**src/rtl/dm_ctrl.sv**
```systemverilog
`default_nettype none
// ============================================================================
//  Module   : dm_ctrl
//  Purpose  : Data-memory access controller. Converts a single-cycle
//             load/store request into a mem_req/mem_ack handshake with byte
//             enables, lane-replicated store data and a registered,
//             sign/zero-extended load result for the writeback mux.
//  Revision : 1.0  initial release
// ============================================================================
module dm_ctrl #(
    parameter int unsigned TIMEOUT = 15
) (
    input  logic        clock,
    input  logic        reset,
    input  logic        start,
    input  logic        W_DM,
    input  logic [1:0]  size,
    input  logic        sign_ext,
    input  logic [31:0] in_addr,
    input  logic [31:0] in_data,
    output logic [31:0] out_DM,
    output logic        busy,
    output logic        done,
    output logic        error,
    output logic        mem_req,
    output logic        mem_we,
    output logic [31:0] mem_addr,
    output logic [31:0] mem_wdata,
    output logic [3:0]  mem_be,
    input  logic [31:0] mem_rdata,
    input  logic        mem_ack
);

    // Wait-cycle limit widened by one bit so the compare never overflows at 255.
    localparam logic [8:0] TO_LIM = 9'(TIMEOUT);

    typedef enum logic [1:0] {
        S_IDLE = 2'd0,
        S_WAIT = 2'd1,
        S_DONE = 2'd2,
        S_ERR  = 2'd3
    } state_t;

    state_t      state_q, state_d;
    logic [7:0]  cnt_q, cnt_d;
    logic [1:0]  lane_q, lane_d;
    logic [1:0]  size_q, size_d;
    logic        sext_q, sext_d;
    logic [31:0] out_q, out_d;
    logic        mem_req_q, mem_req_d;
    logic        mem_we_q, mem_we_d;
    logic [31:0] mem_addr_q, mem_addr_d;
    logic [31:0] mem_wdata_q, mem_wdata_d;
    logic [3:0]  mem_be_q, mem_be_d;

    logic        req_bad;
    logic [3:0]  req_be;
    logic [31:0] req_wdata;
    logic [7:0]  ld_byte;
    logic [15:0] ld_half;
    logic [31:0] ld_ext;

    // Validate the incoming request and format its byte enables and store data.
    always_comb begin
        req_bad   = 1'b0;
        req_be    = 4'b0000;
        req_wdata = 32'h0;
        case (size)
            2'b00: begin
                req_be    = 4'b0001 << in_addr[1:0];
                req_wdata = {4{in_data[7:0]}};
            end
            2'b01: begin
                req_bad   = in_addr[0];
                req_be    = in_addr[1] ? 4'b1100 : 4'b0011;
                req_wdata = {2{in_data[15:0]}};
            end
            2'b10: begin
                req_bad   = |in_addr[1:0];
                req_be    = 4'b1111;
                req_wdata = in_data;
            end
            default: begin
                req_bad   = 1'b1;
            end
        endcase
    end

    // Pick the addressed lane(s) out of the read word and extend to 32 bits.
    always_comb begin
        ld_byte = mem_rdata[{lane_q, 3'b000} +: 8];
        ld_half = lane_q[1] ? mem_rdata[31:16] : mem_rdata[15:0];
        case (size_q)
            2'b00:   ld_ext = {{24{sext_q & ld_byte[7]}}, ld_byte};
            2'b01:   ld_ext = {{16{sext_q & ld_half[15]}}, ld_half};
            default: ld_ext = mem_rdata;
        endcase
    end

    // Next-state logic; memory outputs fall to zero unless WAIT is (re)entered.
    always_comb begin
        state_d     = state_q;
        cnt_d       = cnt_q;
        lane_d      = lane_q;
        size_d      = size_q;
        sext_d      = sext_q;
        out_d       = out_q;
        mem_req_d   = 1'b0;
        mem_we_d    = 1'b0;
        mem_addr_d  = 32'h0;
        mem_wdata_d = 32'h0;
        mem_be_d    = 4'b0000;
        case (state_q)
            S_IDLE: begin
                if (start) begin
                    if (req_bad) begin
                        state_d = S_ERR;
                    end else begin
                        state_d     = S_WAIT;
                        cnt_d       = 8'd0;
                        lane_d      = in_addr[1:0];
                        size_d      = size;
                        sext_d      = sign_ext;
                        mem_req_d   = 1'b1;
                        mem_we_d    = W_DM;
                        mem_addr_d  = {in_addr[31:2], 2'b00};
                        mem_wdata_d = req_wdata;
                        mem_be_d    = req_be;
                    end
                end
            end
            S_WAIT: begin
                if (mem_ack) begin
                    // Ack takes priority over a coincident timeout.
                    state_d = S_DONE;
                    if (!mem_we_q) begin
                        out_d = ld_ext;
                    end
                end else if (({1'b0, cnt_q} + 9'd1) == TO_LIM) begin
                    state_d = S_ERR;
                end else begin
                    cnt_d       = cnt_q + 8'd1;
                    mem_req_d   = mem_req_q;
                    mem_we_d    = mem_we_q;
                    mem_addr_d  = mem_addr_q;
                    mem_wdata_d = mem_wdata_q;
                    mem_be_d    = mem_be_q;
                end
            end
            default: begin
                state_d = S_IDLE;
            end
        endcase
    end

    // State and output registers; reset clears the bus immediately.
    always_ff @(posedge clock or posedge reset) begin
        if (reset) begin
            state_q     <= S_IDLE;
            cnt_q       <= 8'd0;
            lane_q      <= 2'b00;
            size_q      <= 2'b00;
            sext_q      <= 1'b0;
            out_q       <= 32'h0;
            mem_req_q   <= 1'b0;
            mem_we_q    <= 1'b0;
            mem_addr_q  <= 32'h0;
            mem_wdata_q <= 32'h0;
            mem_be_q    <= 4'b0000;
        end else begin
            state_q     <= state_d;
            cnt_q       <= cnt_d;
            lane_q      <= lane_d;
            size_q      <= size_d;
            sext_q      <= sext_d;
            out_q       <= out_d;
            mem_req_q   <= mem_req_d;
            mem_we_q    <= mem_we_d;
            mem_addr_q  <= mem_addr_d;
            mem_wdata_q <= mem_wdata_d;
            mem_be_q    <= mem_be_d;
        end
    end

    assign busy      = (state_q != S_IDLE);
    assign done      = (state_q == S_DONE);
    assign error     = (state_q == S_ERR);
    assign out_DM    = out_q;
    assign mem_req   = mem_req_q;
    assign mem_we    = mem_we_q;
    assign mem_addr  = mem_addr_q;
    assign mem_wdata = mem_wdata_q;
    assign mem_be    = mem_be_q;

endmodule
`default_nettype wire
```
**config.mk**
```make
export PLATFORM = sky130hd
export DESIGN_NAME = dm_ctrl
export DESIGN_NICKNAME = d
export VERILOG_FILES = /design/src/rtl/dm_ctrl.sv
export SDC_FILE = /design/constraint.sdc
export NUM_CORES = 1
export LEC_CHECK = 0
export CAP_MARGIN = 20
export CORE_MARGIN = 4
export CORE_UTILIZATION = 47
export DETAILED_ROUTE_END_ITERATION = 10
export PLACE_DENSITY = 0.86
export SLEW_MARGIN = 25
export SYNTH_ARGS = -nofsm -noshare
export SYNTH_HDL_FRONTEND = slang
export SYNTH_SLANG_ARGS = --single-unit
export TNS_END_PERCENT = 1
```
**constraint.sdc**
```tcl
create_clock -name clock -period 8.67 [get_ports clock]
set_clock_uncertainty 0.15 [all_clocks]
set_input_delay 1.734 -clock clock [delete_from_list [all_inputs] [get_ports clock]]
set_output_delay 1.734 -clock clock [all_outputs]
set_load 0.01 [all_outputs]
```
==> summary.txt, run 1 <==
Synthesis
  • Multiplexer share of the synthesized area: 0.0392
  • Number of flops mapped to enable cells by yosys: 0
  • Post-synth top area share: 0.547
  • Synth Area in Simple Gates: 0.118
  • Yosys cell types: 48
  • Cells after Synth: 502
  • Synth area leader: dfrtp_1
  • Largest family of logic cells by synthesized area: compound AO/OA/AOI/OAI gates
  • Avg Cell Area, Syn: roughly 10 µm²
  • Ys flop type: dfrtp_1
  • Post-Synth XOR/XNOR Area: 0.00333
  • Main area contributors after synthesis: dfrtp_1 55%, a22o_1 7.0%, a21oi_1 5.1%
  • Area of the mapped netlist: 0.00526 mm²
  • Async SR Flop Fraction: 1.00
  • Seq/Total Area, Yosys: 0.547
  • Flops & latches, synth: 115
  • Yosys warns: 0
  • Fraction of the mapped netlist area in compound gates: 0.242
  • Synthesized-area fraction occupied by adder cells: 0.00476

Timing
  • Tmin final: about 4400 ps
  • Slew margin rel.: 0.388
  • Setup TNS: 0 ps
  • Pins Over Slew Limit: 0
  • Fmax: 226 MHz
  • Setup ws final: 4240 ps
  • RSZ-0062 raised after global routing: no
  • Final setup violation count: 0
  • Worst Tran Pin Value: between 900 and 1000 ps
  • Crit share post-route: 0.511
  • Hold Fails Final Rpt: 0

Floorplan
  • I/O pin count: 209
  • Initial core utilization: 0.483
  • Die Area: roughly 0.013 mm²
  • Die Y: roughly 110 µm
  • Site row count: 38
  • Core area: 0.0109 mm²
  • Chip width: about 110 µm

Power
  • Switching pwr: 757 µW
  • Sw frac: 0.329
  • Pwr Density: 290 mW/mm²
  • Sequential power share: 0.350
  • Logic pwr share: 0.343
  • Clock power frac: 0.307
  • Int Pwr: roughly 1500 µW
  • VDD IR max: 0.000169 V
  • Leakage power: 0.00341 µW

Worst setup path
  • Largest delay contributor family on the critical path: buffers and inverters
  • Startpoint Class: input port
  • Worst setup startpoint: size[0]
  • Reg-to-reg startpoint: state_q[0]$_DFFE_PP0P_
  • Largest stage delay on the critical path: slightly below 800 ps
  • Critical path data required time: approximately 8900 ps
  • Crit path arrival time: 4680 ps
  • Critical path, cell by cell: clkdlybuf4s50_1 -> or3_1 -> a21oi_4 -> buf_4 -> o22ai_1 -> a221o_1
  • Buf/Inv on CP: 2
  • CP max-delay cell: clkdlybuf4s50_1
  • Crit-path max FO: 27
  • CP Capture Type: register
  • Crit path kind: input port to register

Place
  • IO buf count: 206
  • GPL Wtd Cong: 0.842
  • Pre-CTS WS: 3750 ps
  • Hpwl dp: 11400 µm
  • Inst Count DP: 813

Global routing
  • First-pass GRT wire length: 26000 µm
  • Initial antenna violation count: 0
  • Number of global-route vias before repair: 5024
  • Global route overflow: 0
  • Pin count of the biggest net entering global routing: 84
  • GRT Total Usage: 0.256

Detailed routing
  • DRT iter0 DRCs: 323
  • DRC viols: 0
  • DRT Pass-1 Iters: 5
  • Per-cell routed wire length: 19.3 µm
  • Total wire length: 16300 µm
  • Antenna-violating nets left: 0
  • Vias: approximately 4800
  • DR vias/cell: 5.70

Clock tree
  • Total CTS buffers: 17
  • Clk_lat worst skew: 520 ps
  • Reg clk slew, reported paths: 50 ps
  • CTS resizes: 0
  • Clock Path Buffers: 2
  • Root buf cell: clkbuf_8
  • CTS Hold Buffers Added: 0
  • Clock sink count: between 100 and 150
  • TritonCTS clock tree: yes
  • Post-CTS Setup Inserts: 0
  • H-tree level count: 4

Cells and area
  • Ant diodes: 0
  • Commonest non-fill, non-tap cell in the layout: clkdlybuf4s50_1
  • Share of layout cells above drive strength 1: 0.0682
  • Area Growth Syn to Fin: 50.9%
  • FILL cells: about 800
  • Most frequent cells in the layout: 206 x clkdlybuf4s50_1, 115 x dfrtp_1, 53 x a21oi_1, 52 x nand2_1, 42 x a22o_1
  • Fin nets: 798
  • Non-Filler Instances: between 800 and 900

Job
  • MaxCap Viol Count: 0

Worst hold path
  • Min-delay src: out_DM[4]$_DFFE_PP0P_
  • Worst Hold Class: register to register

Run status
  • Status: complete, no violations
## final cells by class
class                           count  area [µm²]  area share
Clock inverter                     11         160      0.0202
Tap cell                          140         175      0.0221
Sequential cell                   115        2880       0.363
Clock buffer                       20         435      0.0549
Inverter                            6        25.0     0.00315
Timing Repair Buffer              211        2100       0.265
Multi-Input combinational cell    341        2160       0.272
## cell usage after synthesis, types with 3 or more instances
master     count
o2bb2ai_1     25
o22ai_1       15
a21o_1         5
a21oi_1       54
mux2_2         3
buf_6          6
o21ai_0       25
clkbuf_1      23
nand2_1       52
nor2b_1       13
o31a_1         7
inv_1          6
nor3_1         3
buf_2          8
dfrtp_1      115
nor2_1        36
nand3_1        6
a22o_1        42
mux2i_1       15
and3_1         3
and2_1         4
## kinds of logic after synthesis
kind of cell	Yosys count
buf+inv	47
mux	19
fa+ha+maj	2
xor+xnor	2
flops	115
other cells	1
simple gates	132
compound gates	184
## per-stage QoR
stage | hold WS (ps) | power [µW] | utilization | area, µm²
3_3_place_gp | 314 | 1570 | 0.674 | 7340
4_1_cts | 333 | 2310 | 0.729 | 7930
3_5_place_dp | 320 | 1590 | 0.674 | 7340
2_1_floorplan | 321 | 1210 | - | 5270
6_report | 330 | 2300 | 0.729 | 7940
5_1_grt | 345 | 2430 | 0.729 | 7940
## power groups by stage
stage / combinational, µW / clock [µW] / sequential, µW
floorplan: 404 / 0 / 810
global placement: 764 / 0 / 803
detailed placement: 784 / 0 / 811
CTS: 791 / 714 / 804
global route: 858 / 742 / 827
finish: 790 / 707 / 807
## registers in the layout (all words and copies together) (netlist names)
register and count:
mem_wdata 32, out_DM 32, mem_addr 30, cnt_q 8
mem_be 4, lane_q 2, size_q 2, state_q 2
mem_req 1, mem_we 1, sext_q 1
## worst paths after layout
kind,cells past startpoint,slack [ps],endpoint
min,2,330,out_DM[4]$_DFFE_PP0P_
max,6,4240,cnt_q[7]$_DFFE_PP0P_
min in group asynchronous,2,1430,out_DM[5]$_DFFE_PP0P_
max reg2reg,5,5830,cnt_q[7]$_DFFE_PP0P_
max in group asynchronous,3,5860,mem_addr[14]$_DFFE_PP0P_
min reg2reg,2,330,out_DM[4]$_DFFE_PP0P_
## metal layers
metal	up-vias	track usage	part of all wire
li1	2203	-	-
met1	2328	0.304	0.39
met2	239	0.419	0.47
met3	45	0.104	0.10
met4	0	0.0990	0.032
met5	-	0	0
## worst register-to-register path, delay by kind of cell (launching register included)
| family | cells | cell delay [ps] |
|---|---|---|
| compound gates | 3 | 1130 |
| buf+inv | 1 | 410 |
| flops | 1 | 440 |
| simple gates | 1 | 580 |
(Power assumes the default switching activity.)
==> run 2: changes to the inputs <==
CORE_UTILIZATION = 44   (was 47)
PLACE_DENSITY = 0.81   (was 0.86)
clock period = 4.2 ns   (was 8.67 ns; I/O delays follow)
==> summary.txt, run 2 (same netlist as run 1, synthesis figures left out) <==
Timing
  • Worst Tran Pin Value: 924 ps
  • Fmax: around 380 MHz
  • Pins Over Slew Limit: 0
  • RSZ-0062 raised after global routing: no
  • Tmin final: 2640 ps
  • Crit share post-route: 0.629
  • WHS: 333 ps
  • Hold Fails Final Rpt: 0
  • Slew margin rel.: 0.384
  • Final setup violation count: 0
  • Setup TNS: 0 ps

Worst setup path
  • CP Capture Type: register
  • Crit-path max FO: 54
  • CP max-delay cell: dfrtp_1
  • Critical path data required time: 4340 ps
  • FF-to-FF setup slack: ~1600 ps
  • Worst R2R Path Depth: 7
  • FF-to-FF End: mem_addr[23]$_DFFE_PP0P_
  • Crit path kind: register to register
  • Critical path, cell by cell: ha_1 -> and3_1 -> a21oi_1 -> a211o_1 -> and2_2 -> buf_12 -> a22o_1
  • Crit path arrival time: approximately 2800 ps
  • Startpoint Class: register
  • Largest stage delay on the critical path: 460 ps
  • Reg-to-reg startpoint: cnt_q[0]$_DFFE_PP0P_

Clock tree
  • CTS Hold Buffers Added: 0
  • Reg clk slew, reported paths: 50 ps
  • CTS resizes: 0
  • Post-CTS Setup Inserts: 0
  • Clock Path Buffers: 2
  • Clock sink count: 115
  • TritonCTS clock tree: yes
  • Total CTS buffers: 17
  • Root buf cell: clkbuf_16
  • Clk_lat worst skew: ~400 ps
  • H-tree level count: 4

Place
  • IO buf count: 206
  • Inst Count DP: 819
  • Hpwl dp: 11800 µm
  • GPL Wtd Cong: 0.862

Power
  • Leakage power: between 0.003 and 0.004 µW
  • Sw frac: 0.318
  • Pwr Density: 610 mW/mm²
  • Clock power frac: 0.326
  • Sequential power share: 0.339
  • Int Pwr: 3340 µW
  • Switching pwr: 1560 µW
  • VDD IR max: 0.000313 V
  • Logic pwr share: 0.334

Cells and area
  • Fin nets: 801
  • Most frequent cells in the layout: 206 x clkdlybuf4s50_1, 115 x dfrtp_1, 53 x a21oi_1, 52 x nand2_1, 42 x a22o_1
  • Core Util, Final: 0.695
  • Share of layout cells above drive strength 1: 0.0706
  • Area Growth Syn to Fin: 52.8%
  • FILL cells: 843
  • Commonest non-fill, non-tap cell in the layout: clkdlybuf4s50_1
  • Ant diodes: 0
  • Non-Filler Instances: 851

Worst hold path
  • Min-delay src: out_DM[6]$_DFFE_PP0P_
  • Worst Hold Path EP: out_DM[6]$_DFFE_PP0P_
  • Worst Hold Class: register to register
  • WHS Path Cells: 2

Detailed routing
  • DRT Pass-1 Iters: 5
  • Total wire length: 16300 µm
  • Antenna-violating nets left: 0
  • Per-cell routed wire length: 19.1 µm
  • DRC viols: 0
  • Vias: 4825
  • DR vias/cell: 5.67
  • DRT iter0 DRCs: 431

Floorplan
  • Core area: 0.0116 mm²
  • Die Y: 117 µm
  • Die Area: ~0.014 mm²
  • I/O pin count: roughly 210
  • Initial core utilization: 0.455
  • Site row count: 39
  • Chip width: 117 µm

Run status
  • Status: complete, no violations

Global routing
  • Pin count of the biggest net entering global routing: 73
  • First-pass GRT wire length: between 20000 and 30000 µm
  • Global route overflow: 0
  • Initial antenna violation count: 0
  • Number of global-route vias before repair: 5031
  • GRT Total Usage: 0.236

Job
  • MaxCap Viol Count: 0
==> run 2: per-stage QoR <==
step	setup WS (ps)	instance area, µm²	power, µW
final	1560	8040	4900
after global routing	1400	8040	5160
after CTS	1580	8040	4920
after detailed placement	1150	7390	3320
after global placement	1220	7390	3260
after floorplan	166	5270	2510
==> run 2: area by class of cell <==
type | count | area (µm²) | share of cell area
Timing Repair Buffer | 214 | 2150 | 0.267
Sequential cell | 115 | 2880 | 0.358
Clock inverter | 11 | 208 | 0.0258
Inverter | 6 | 25.0 | 0.00311
Multi-Input combinational cell | 341 | 2160 | 0.269
Tap cell | 143 | 179 | 0.0223
Clock buffer | 21 | 440 | 0.0548
==> run 2: routing by layer <==
layer / part of all wire / routed length [µm] / global-route usage / vias to the layer above
met5: 0 / 0 / 0 / -
met4: 0.027 / 437 / 0.0894 / 0
met3: 0.092 / 1500 / 0.0881 / 37
met2: 0.47 / 7700 / 0.367 / 254
met1: 0.41 / 6640 / 0.302 / 2321
li1: - / - / - / 2213
==> run 2: worst max path at each step <==
stage / start / end / slack (ps) / cells past startpoint
finish: cnt_q[0]$_DFFE_PP0P_ / mem_addr[23]$_DFFE_PP0P_ / 1560 / 7
global route: cnt_q[0]$_DFFE_PP0P_ / mem_addr[28]$_DFFE_PP0P_ / 1400 / 7
CTS: cnt_q[0]$_DFFE_PP0P_ / mem_addr[23]$_DFFE_PP0P_ / 1580 / 7
detailed placement: size[0] / mem_wdata[19]$_DFFE_PP0P_ / 1150 / 5
global placement: size[0] / mem_wdata[27]$_DFFE_PP0P_ / 1220 / 5
floorplan: reset / cnt_q[0]$_DFFE_PP0P_ / 170 / 1
==> run 2: power groups by stage <==
stage	logic [µW]	clock network [µW]	registers (µW)
final	1640	1600	1660
after global routing	1790	1670	1700
after CTS	1650	1610	1660
after detailed placement	1640	0	1670
after global placement	1600	0	1660
after floorplan	835	0	1670
==> run 2: critical path: cells and delay by family (launching register included) <==
family / cells / cell delay (ps)
compound gates: 3 / 710
simple gates: 2 / 630
flops: 1 / 460
fa+ha+maj: 1 / 290
buf+inv: 1 / 250
